[src/rtl/alu_arbiter.sv]
// alu_arbiter: shares one combinational ALU between two requesters.
// A round-robin arbiter grants at most one request per cycle. The ALU
// result is captured into a one-entry response buffer for the granted
// port. Each buffer is drained through a valid/ready handshake.
module alu_arbiter #(
    parameter int XLEN = 32,
    parameter int TAGW = 4
) (
    input  logic            i_clk,
    input  logic            i_rst_n,

    // Port 0 request
    input  logic            i_req0_valid,
    output logic            o_req0_ready,
    input  logic [XLEN-1:0] i_req0_rs1,
    input  logic [XLEN-1:0] i_req0_rs2,
    input  logic [XLEN-1:0] i_req0_imm,
    input  logic            i_req0_imm_sel,
    input  logic [3:0]      i_req0_op,
    input  logic [TAGW-1:0] i_req0_tag,

    // Port 1 request
    input  logic            i_req1_valid,
    output logic            o_req1_ready,
    input  logic [XLEN-1:0] i_req1_rs1,
    input  logic [XLEN-1:0] i_req1_rs2,
    input  logic [XLEN-1:0] i_req1_imm,
    input  logic            i_req1_imm_sel,
    input  logic [3:0]      i_req1_op,
    input  logic [TAGW-1:0] i_req1_tag,

    // Port 0 response
    output logic            o_rsp0_valid,
    input  logic            i_rsp0_ready,
    output logic [XLEN-1:0] o_rsp0_data,
    output logic            o_rsp0_zero,
    output logic [TAGW-1:0] o_rsp0_tag,

    // Port 1 response
    output logic            o_rsp1_valid,
    input  logic            i_rsp1_ready,
    output logic [XLEN-1:0] o_rsp1_data,
    output logic            o_rsp1_zero,
    output logic [TAGW-1:0] o_rsp1_tag,

    // Shared ALU
    output logic [XLEN-1:0] o_alu_rs1,
    output logic [XLEN-1:0] o_alu_rs2,
    output logic [XLEN-1:0] o_alu_imm,
    output logic            o_alu_imm_sel,
    output logic [3:0]      o_alu_op,
    input  logic [XLEN-1:0] i_alu_res,
    input  logic            i_alu_zero
);

    // Opcode driven to the ALU when nothing is granted.
    localparam logic [3:0] ALU_ADD = 4'b0000;

    typedef enum logic {
        PRIO_PORT0 = 1'b0,
        PRIO_PORT1 = 1'b1
    } prio_t;

    prio_t prio;
    prio_t prio_next;

    logic elig0;
    logic elig1;
    logic grant0;
    logic grant1;

    // Decide eligibility and grants. A full buffer that is being drained
    // this cycle counts as free. No grant is issued while reset is held.
    always_comb begin
        elig0  = 1'b0;
        elig1  = 1'b0;
        grant0 = 1'b0;
        grant1 = 1'b0;
        if (i_rst_n) begin
            elig0  = i_req0_valid && (!o_rsp0_valid || i_rsp0_ready);
            elig1  = i_req1_valid && (!o_rsp1_valid || i_rsp1_ready);
            grant0 = elig0 && (!elig1 || (prio == PRIO_PORT0));
            grant1 = elig1 && (!elig0 || (prio == PRIO_PORT1));
        end
    end

    assign o_req0_ready = grant0;
    assign o_req1_ready = grant1;

    // Round-robin update: favour the other port after a grant, otherwise hold.
    always_comb begin
        prio_next = prio;
        if (grant0) begin
            prio_next = PRIO_PORT1;
        end else if (grant1) begin
            prio_next = PRIO_PORT0;
        end
    end

    // Priority register.
    always_ff @(posedge i_clk or negedge i_rst_n) begin
        if (!i_rst_n) begin
            prio <= PRIO_PORT0;
        end else begin
            prio <= prio_next;
        end
    end

    // Steer the granted port's operands to the ALU, or drive idle values (add of zeros).
    always_comb begin
        o_alu_rs1     = '0;
        o_alu_rs2     = '0;
        o_alu_imm     = '0;
        o_alu_imm_sel = 1'b0;
        o_alu_op      = ALU_ADD;
        if (grant0) begin
            o_alu_rs1     = i_req0_rs1;
            o_alu_rs2     = i_req0_rs2;
            o_alu_imm     = i_req0_imm;
            o_alu_imm_sel = i_req0_imm_sel;
            o_alu_op      = i_req0_op;
        end else if (grant1) begin
            o_alu_rs1     = i_req1_rs1;
            o_alu_rs2     = i_req1_rs2;
            o_alu_imm     = i_req1_imm;
            o_alu_imm_sel = i_req1_imm_sel;
            o_alu_op      = i_req1_op;
        end
    end

    // Port 0 response buffer: a new result wins over a drain in the same edge.
    always_ff @(posedge i_clk or negedge i_rst_n) begin
        if (!i_rst_n) begin
            o_rsp0_valid <= 1'b0;
            o_rsp0_data  <= '0;
            o_rsp0_zero  <= 1'b0;
            o_rsp0_tag   <= '0;
        end else if (grant0) begin
            o_rsp0_valid <= 1'b1;
            o_rsp0_data  <= i_alu_res;
            o_rsp0_zero  <= i_alu_zero;
            o_rsp0_tag   <= i_req0_tag;
        end else if (o_rsp0_valid && i_rsp0_ready) begin
            o_rsp0_valid <= 1'b0;
        end
    end

    // Port 1 response buffer: a new result wins over a drain in the same edge.
    always_ff @(posedge i_clk or negedge i_rst_n) begin
        if (!i_rst_n) begin
            o_rsp1_valid <= 1'b0;
            o_rsp1_data  <= '0;
            o_rsp1_zero  <= 1'b0;
            o_rsp1_tag   <= '0;
        end else if (grant1) begin
            o_rsp1_valid <= 1'b1;
            o_rsp1_data  <= i_alu_res;
            o_rsp1_zero  <= i_alu_zero;
            o_rsp1_tag   <= i_req1_tag;
        end else if (o_rsp1_valid && i_rsp1_ready) begin
            o_rsp1_valid <= 1'b0;
        end
    end

endmodule
[config.mk]
export PLATFORM = sky130hd
export DESIGN_NAME = alu_arbiter
export DESIGN_NICKNAME = d
export VERILOG_FILES = /design/src/rtl/alu_arbiter.sv
export SDC_FILE = /design/constraint.sdc
export NUM_CORES = 1
export LEC_CHECK = 0
export CAP_MARGIN = 40
export CELL_PAD_IN_SITES_DETAIL_PLACEMENT = 0
export CELL_PAD_IN_SITES_GLOBAL_PLACEMENT = 2
export CORE_MARGIN = 1.5
export CORE_UTILIZATION = 16
export DETAILED_ROUTE_END_ITERATION = 12
export GPL_TIMING_DRIVEN = 0
export PLACE_DENSITY = 0.85
export RECOVER_POWER = 25
export SYNTH_ARGS = -nofsm -noshare
export SYNTH_HDL_FRONTEND = slang
export SYNTH_SLANG_ARGS = --single-unit
[constraint.sdc]
create_clock -name i_clk -period 3.3 [get_ports i_clk]
set_input_delay 0.66 -clock i_clk [delete_from_list [all_inputs] [get_ports i_clk]]
set_output_delay 0.66 -clock i_clk [all_outputs]
set_load 0.05 [all_outputs]
==> metrics.md, run 1 <==
| Metric | Value |
|---|---|
| Core area | 0.0286 mm^2 |
| Fin cells | 1354 |
| Switching part of the total | 46.2% |
| Peak VDD IR | 0.000546 V |
| Root buf cell | clkbuf_16 |
| Fmax | 310 MHz |
| CTS H-Tree Depth | 3 |
| FF-to-FF path depth | 4 |
| Post-synth EDFFs | 0 |
| Failing checks | max-capacitance violations, max-slew violations |
| Initial DRC count | 237 |
| Drt total wl | 23700 um |
| Top cells by count, synth | nand2_1 (205), o22ai_1 (101), dfrtp_1 (77) |
| Largest net degree at the start of global routing | 30 |
| Pwr Total | 5.52 mW |
| Post-CTS setup buffer count | 0 |
| Cells after Synth | 524 |
| Layout cell share with drive strength beyond 1 | 25.5% |
| Placement row count | 62 |
| Library cells used by synthesis | 22 |
| Synth Area per Inst | 8.85 um^2 |
| R2R Path Start | o_rsp1_valid |
| Required @ worst endpoint | 2.64 ns |
| Synthesis Warnings | 0 |
| Max_slew headroom | -13.9% |
| CP max FO | 10 |
| Crit end category | output port |
| Outcome | complete, but fails checks |
| Routed len/inst | 17.5 um |
| Area leader, netlist | dfrtp_1 |
| Internal power | 2.97 mW |
| Post-synth ARST share | 100% |
| Vias | 5617 |
| Port bufs | 427 |
| Leakage | 4.02 nW |
| Max-slew violation count | 30 |
| GR Overflow Total | 0 |
| Cts hold-fix bufs | 0 |
| Starting density of the core | 16.2% |
| Gpl congestion | 0.796 |
| Final worst path period need | 3.23 ns |
| Synthesized area | 0.00464 mm^2 |
| Layout Skew | 0.0113 ns |
| Syn nets | 773 |
| DR vias/cell | 4.15 |
| Comb power frac | 57.3% |
| DP HPWL | 18600 um |
| DP Cell Count | 1336 |
| Top cells by area, synth | dfrtp_1 (42%), nand2_1 (17%), mux2_2 (14%), o22ai_1 (14%), buf_6 (3.2%) |
| CTS Buf Count | 9 |
| Seq pwr share | 24.4% |
| Maxcap violations | 1 |
| Vias in the first global route | 6005 |
| Synth Register Bits | 77 |
| DRC | 0 |
| Sequential-to-total area share from yosys stat | 41.6% |
| Number of antenna violations at the first check in global routing | 2 |
| Die Area | 0.0300 mm^2 |
| Antenna Nets Post-Route | 0 |
| Gr usage total | 15.4% |
| Reg2Reg Setup Slack | 1.62 ns |
| Clock power share | 18.4% |
| Worst-Margin Slew | 1.71 ns |
| Clk_lat worst skew | 0.33 ns |
| First-pass GRT wire length | 36100 um |
| Critical Path AT | 2.57 ns |
| Layout overhead on the synthesized area | 105% |
| Pwr/cell area | 580 mW/mm^2 |
| Layout net count | 1213 |
| Reg2reg end | o_rsp0_data[14] |
| CTS max path bufs | 2 |
| Clk sinks | 77 |
| Clock transition at the registers of the reported paths | 0.06 ns |
| Crit share post-route | 97.8% |
| Crit Path Category | primary input to output port |
| Startpoint types | primary input |
| Most common cell in the netlist | nand2_1 |
| Worst Hold Class | primary input to async pin |
| Post-synth top area share | 41.6% |
| Prevailing post-synth register cell | dfrtp_1 |
| CTS tree | yes |
| Chip Height | 173 um |
| 1st-pass router iterations | 6 |
| Die Wd | 173 um |
| IO Count | 428 |
| Final Hold Vio Count | 0 |
| Final setup vio count | 0 |
| Psw | 2.55 mW |
[routing by layer]
metal	wire length (um)	share of wire (%)	GRT usage [%]
met1	9490	40	17.7
met3	2210	9.3	5.55
met5	13	0.055	0
met2	11600	49	27.1
met4	376	1.6	3.55
[power by group through the flow]
stage                     sequential (mW)  combinational [mW]  clock (mW)
final                                1.35                3.16        1.01
after global routing                 1.38                3.30        1.08
after CTS                            1.35                3.23        1.04
after detailed placement             1.36                3.24           0
after global placement               1.34                3.24           0
after floorplan                      2.28                1.02           0
[sequential cells by signal, summed over array words and instances, names as in the netlist]
register / cells
o_rsp0_data: 32
o_rsp0_tag: 4
o_rsp0_zero: 1
o_rsp1_data: 32
o_rsp1_zero: 1
o_rsp1_valid: 1
o_rsp0_valid: 1
o_rsp1_tag: 4
prio: 1
[worst max path at each step]
stage                            start             to  slack, ns  depth (start not counted)
after floorplan           i_req0_valid  o_alu_imm[10]       0.42                          5
after global placement         i_rst_n   o_alu_imm[3]      -4.04                          7
after detailed placement       i_rst_n   o_alu_imm[3]      -1.25                          8
after CTS                      i_rst_n  o_alu_rs1[20]      0.003                          8
after global routing      i_req1_valid  o_alu_imm[11]    -0.0002                          7
final                     i_req0_valid  o_alu_rs1[15]       0.07                          7
[layout make-up]
class | instances | area, um^2
fillers | 3000 | 19100
plain buffers | 53 | 384
inverters | 2 | 7.51
well taps | 384 | 480
repair buffers | 429 | 4020
flip-flops and latches | 77 | 1930
clock buffers | 9 | 225
clock inverters | 7 | 80.1
multi-input cells | 392 | 2390
diodes | 1 | 2.50
[metrics by stage]
stage          area [um^2]  hold slack, ns  util [%]  setup slack, ns  setup TNS [ns]
6_report              9520           0.172      33.3           0.0730               0
5_1_grt               9520           0.174      33.2        -0.000195       -0.000195
4_1_cts               9870           0.163      34.5          0.00264               0
3_5_place_dp          9420           0.474      32.9            -1.25          -90.27
3_3_place_gp          9390           0.468      32.8            -4.04         -647.77
2_1_floorplan         4640           0.364         -            0.425               0
[kinds of logic after synthesis]
group	Yosys count	synth area share, %
compound gates	107	14.9
simple gates	211	17.7
mux	74	18.6
flops	77	41.6
buf+inv	55	7.21
[timing repair]
action / CTS / global route
resized for setup: 353 / 146
endpoints found under the setup margin: 103 / 88
gates cloned: 1 / 0
[critical path: stages]
cell and delay [ns]:
clkdlybuf4s50_1 0.43, nor2b_2 0.19, a211o_1 0.31, buf_4 0.21, buf_6 0.17, o22ai_1 0.17
clkdlybuf4s15_2 0.41
[cell usage in the layout, fill, tap and decap left out, types with 2 or more instances in the layout]
cell	count
buf_2	71
buf_4	10
buf_6	14
clkbuf_1	3
clkbuf_16	9
clkbuf_2	12
clkbuf_4	11
clkdlybuf4s15_2	28
clkdlybuf4s18_2	9
clkdlybuf4s50_1	323
dfrtp_1	77
inv_1	2
inv_6	2
mux2_1	8
mux2_2	58
mux2_4	8
nand2_1	205
o21ai_0	2
o22ai_1	99
o22ai_2	2
Note: power is estimated with default switching activity, not from simulation.
==> run 2: changes to the inputs <==
MAX_ROUTING_LAYER = met4   (was not set)
RECOVER_POWER = not set   (was 25)
==> run 2 against run 1 <==
  * The run now ends clean
  * Global-route usage grew 0.46 points
  * Final cell count hardly changed
  * Sequential power about the same
  * Clock power barely moved
  * Design area up 0.33%
==> metrics.md, run 2 (synthesis gave the netlist of run 1 again) <==
| Metric | Value |
|---|---|
| Starting density of the core | 16.2% |
| Fmax | 310 MHz |
| Antenna Nets Post-Route | 0 |
| Hold Slack | 0.171 ns |
| FF-to-FF path depth | 4 |
| IO Count | 428 |
| Core area | 0.0286 mm^2 |
| Vias in the first global route | 6048 |
| 1st-pass router iterations | 5 |
| Leakage | 4.04 nW |
| Most common cell after layout, fill and taps aside | clkdlybuf4s50_1 |
| Chip Height | 173 um |
| Critical Path AT | 2.57 ns |
| Crit share post-route | 97.8% |
| CTS Buf Count | 9 |
| Layout cell share with drive strength beyond 1 | 25.6% |
| Reg2reg end | o_rsp0_data[14] |
| Final setup vio count | 0 |
| Max_slew headroom | 62.9% |
| Die Wd | 173 um |
| Vias | 5644 |
| Clock transition at the registers of the reported paths | 0.06 ns |
| Number of antenna violations at the first check in global routing | 2 |
| Top Registers | o_rsp0_data x32, o_rsp1_data x32 |
| DP Cell Count | 1336 |
| Initial DRC count | 255 |
| DP HPWL | 18600 um |
| Outcome | finished, final reports clean |
| Final worst path period need | 3.23 ns |
| Largest net degree at the start of global routing | 30 |
| CP max FO | 10 |
| Layout net count | 1213 |
| Routed len/inst | 17.5 um |
| Crit end category | output port |
| Cts hold-fix bufs | 0 |
| Layout overhead on the synthesized area | 106% |
| Drt total wl | 23800 um |
| Worst-Margin Slew | 0.555 ns |
| Startpoint types | primary input |
| DR vias/cell | 4.17 |
| Final Hold Vio Count | 0 |
| Layout Skew | 0.0113 ns |
| Gr usage total | 15.8% |
| Gpl congestion | 0.807 |
| Crit path launch | i_req0_valid |
| Die Area | 0.0300 mm^2 |
| Reg2Reg Setup Slack | 1.62 ns |
| R2R Path Start | o_rsp1_valid |
| CTS max path bufs | 2 |
| Max-slew violation count | 0 |
| Worst Hold Class | primary input to async pin |
| Peak VDD IR | 0.000544 V |
| Pwr/cell area | 578 mW/mm^2 |
| Clk sinks | 77 |
| Port bufs | 427 |
| Fin cells | 1355 |
| First-pass GRT wire length | 35900 um |
| Layout Utilization | 33.4% |
| Required @ worst endpoint | 2.64 ns |
| Clk_lat worst skew | 0.33 ns |
| Pwr Total | 5.52 mW |
| Root buf cell | clkbuf_16 |
| CTS H-Tree Depth | 3 |
| DRC | 0 |
| Placement row count | 62 |
| Post-CTS setup buffer count | 0 |
| GR Overflow Total | 0 |
| Maxcap violations | 0 |
| Most frequent cells in the layout | clkdlybuf4s50_1 (323), nand2_1 (205), o22ai_1 (99) |
| CTS tree | yes |
| Crit Path Category | primary input to output port |
## run 2: changes by cell type in the layout (fill, tap and decap cells not counted), sizes merged
cell / change
diode: +1
clkbuf: -1
bufbuf: +1
## run 2: per-layer routing
| layer | part of all wire, % | global-route usage [%] | vias up | wire length (um) |
|---|---|---|---|---|
| met5 | 0 | - | - | 0 |
| met1 | 40 | 17.8 | 2641 | 9490 |
| met3 | 9.4 | 5.29 | 20 | 2240 |
| met2 | 49 | 27.1 | 272 | 11700 |
| li1 | - | - | 2711 | - |
| met4 | 1.6 | 3.55 | 0 | 374 |
## run 2: where the power goes
part	switching (mW)	internal, mW
Clock	0.416	0.596
Sequential	0.138	1.21
Combinational	1.99	1.17
Total	2.55	2.98
## run 2: critical path: stages
cell and delay [ns]:
clkdlybuf4s50_1 0.43, nor2b_2 0.19, a211o_1 0.31, buf_4 0.21
buf_6 0.17, o22ai_1 0.17, clkdlybuf4s15_2 0.41
## run 2: worst max path at each step
stage,end,slack [ns],cells past startpoint
floorplan,o_alu_imm[10],0.42,5
global placement,o_alu_imm[3],-4.04,7
detailed placement,o_alu_imm[3],-1.25,8
CTS,o_alu_rs1[20],0.003,8
global route,o_alu_imm[11],-0.0004,7
finish,o_alu_rs1[15],0.07,7
## run 2: area by class of cell
class | count | area (um^2)
Fill cell | 2997 | 19100
Timing Repair Buffer | 429 | 4050
Multi-Input combinational cell | 392 | 2390
Sequential cell | 77 | 1930
Tap cell | 384 | 480
Buffer | 53 | 384
Clock buffer | 9 | 225
Clock inverter | 7 | 80.1
Inverter | 2 | 7.51
Antenna cell | 2 | 5.00
## run 2: repair_timing
action                     in CTS  in global routing
gates cloned                    1                  0
resized for setup             353                146
setup endpoints to repair     103                 88
## run 2: metrics by stage
stage | worst slack, ns | TNS (ns) | cell area [um^2]
4_1_cts | 0.00264 | 0 | 9870
3_3_place_gp | -4.04 | -647.77 | 9390
2_1_floorplan | 0.425 | 0 | 4640
6_report | 0.0730 | 0 | 9550
5_1_grt | -0.000433 | -0.000433 | 9550
3_5_place_dp | -1.25 | -90.27 | 9420
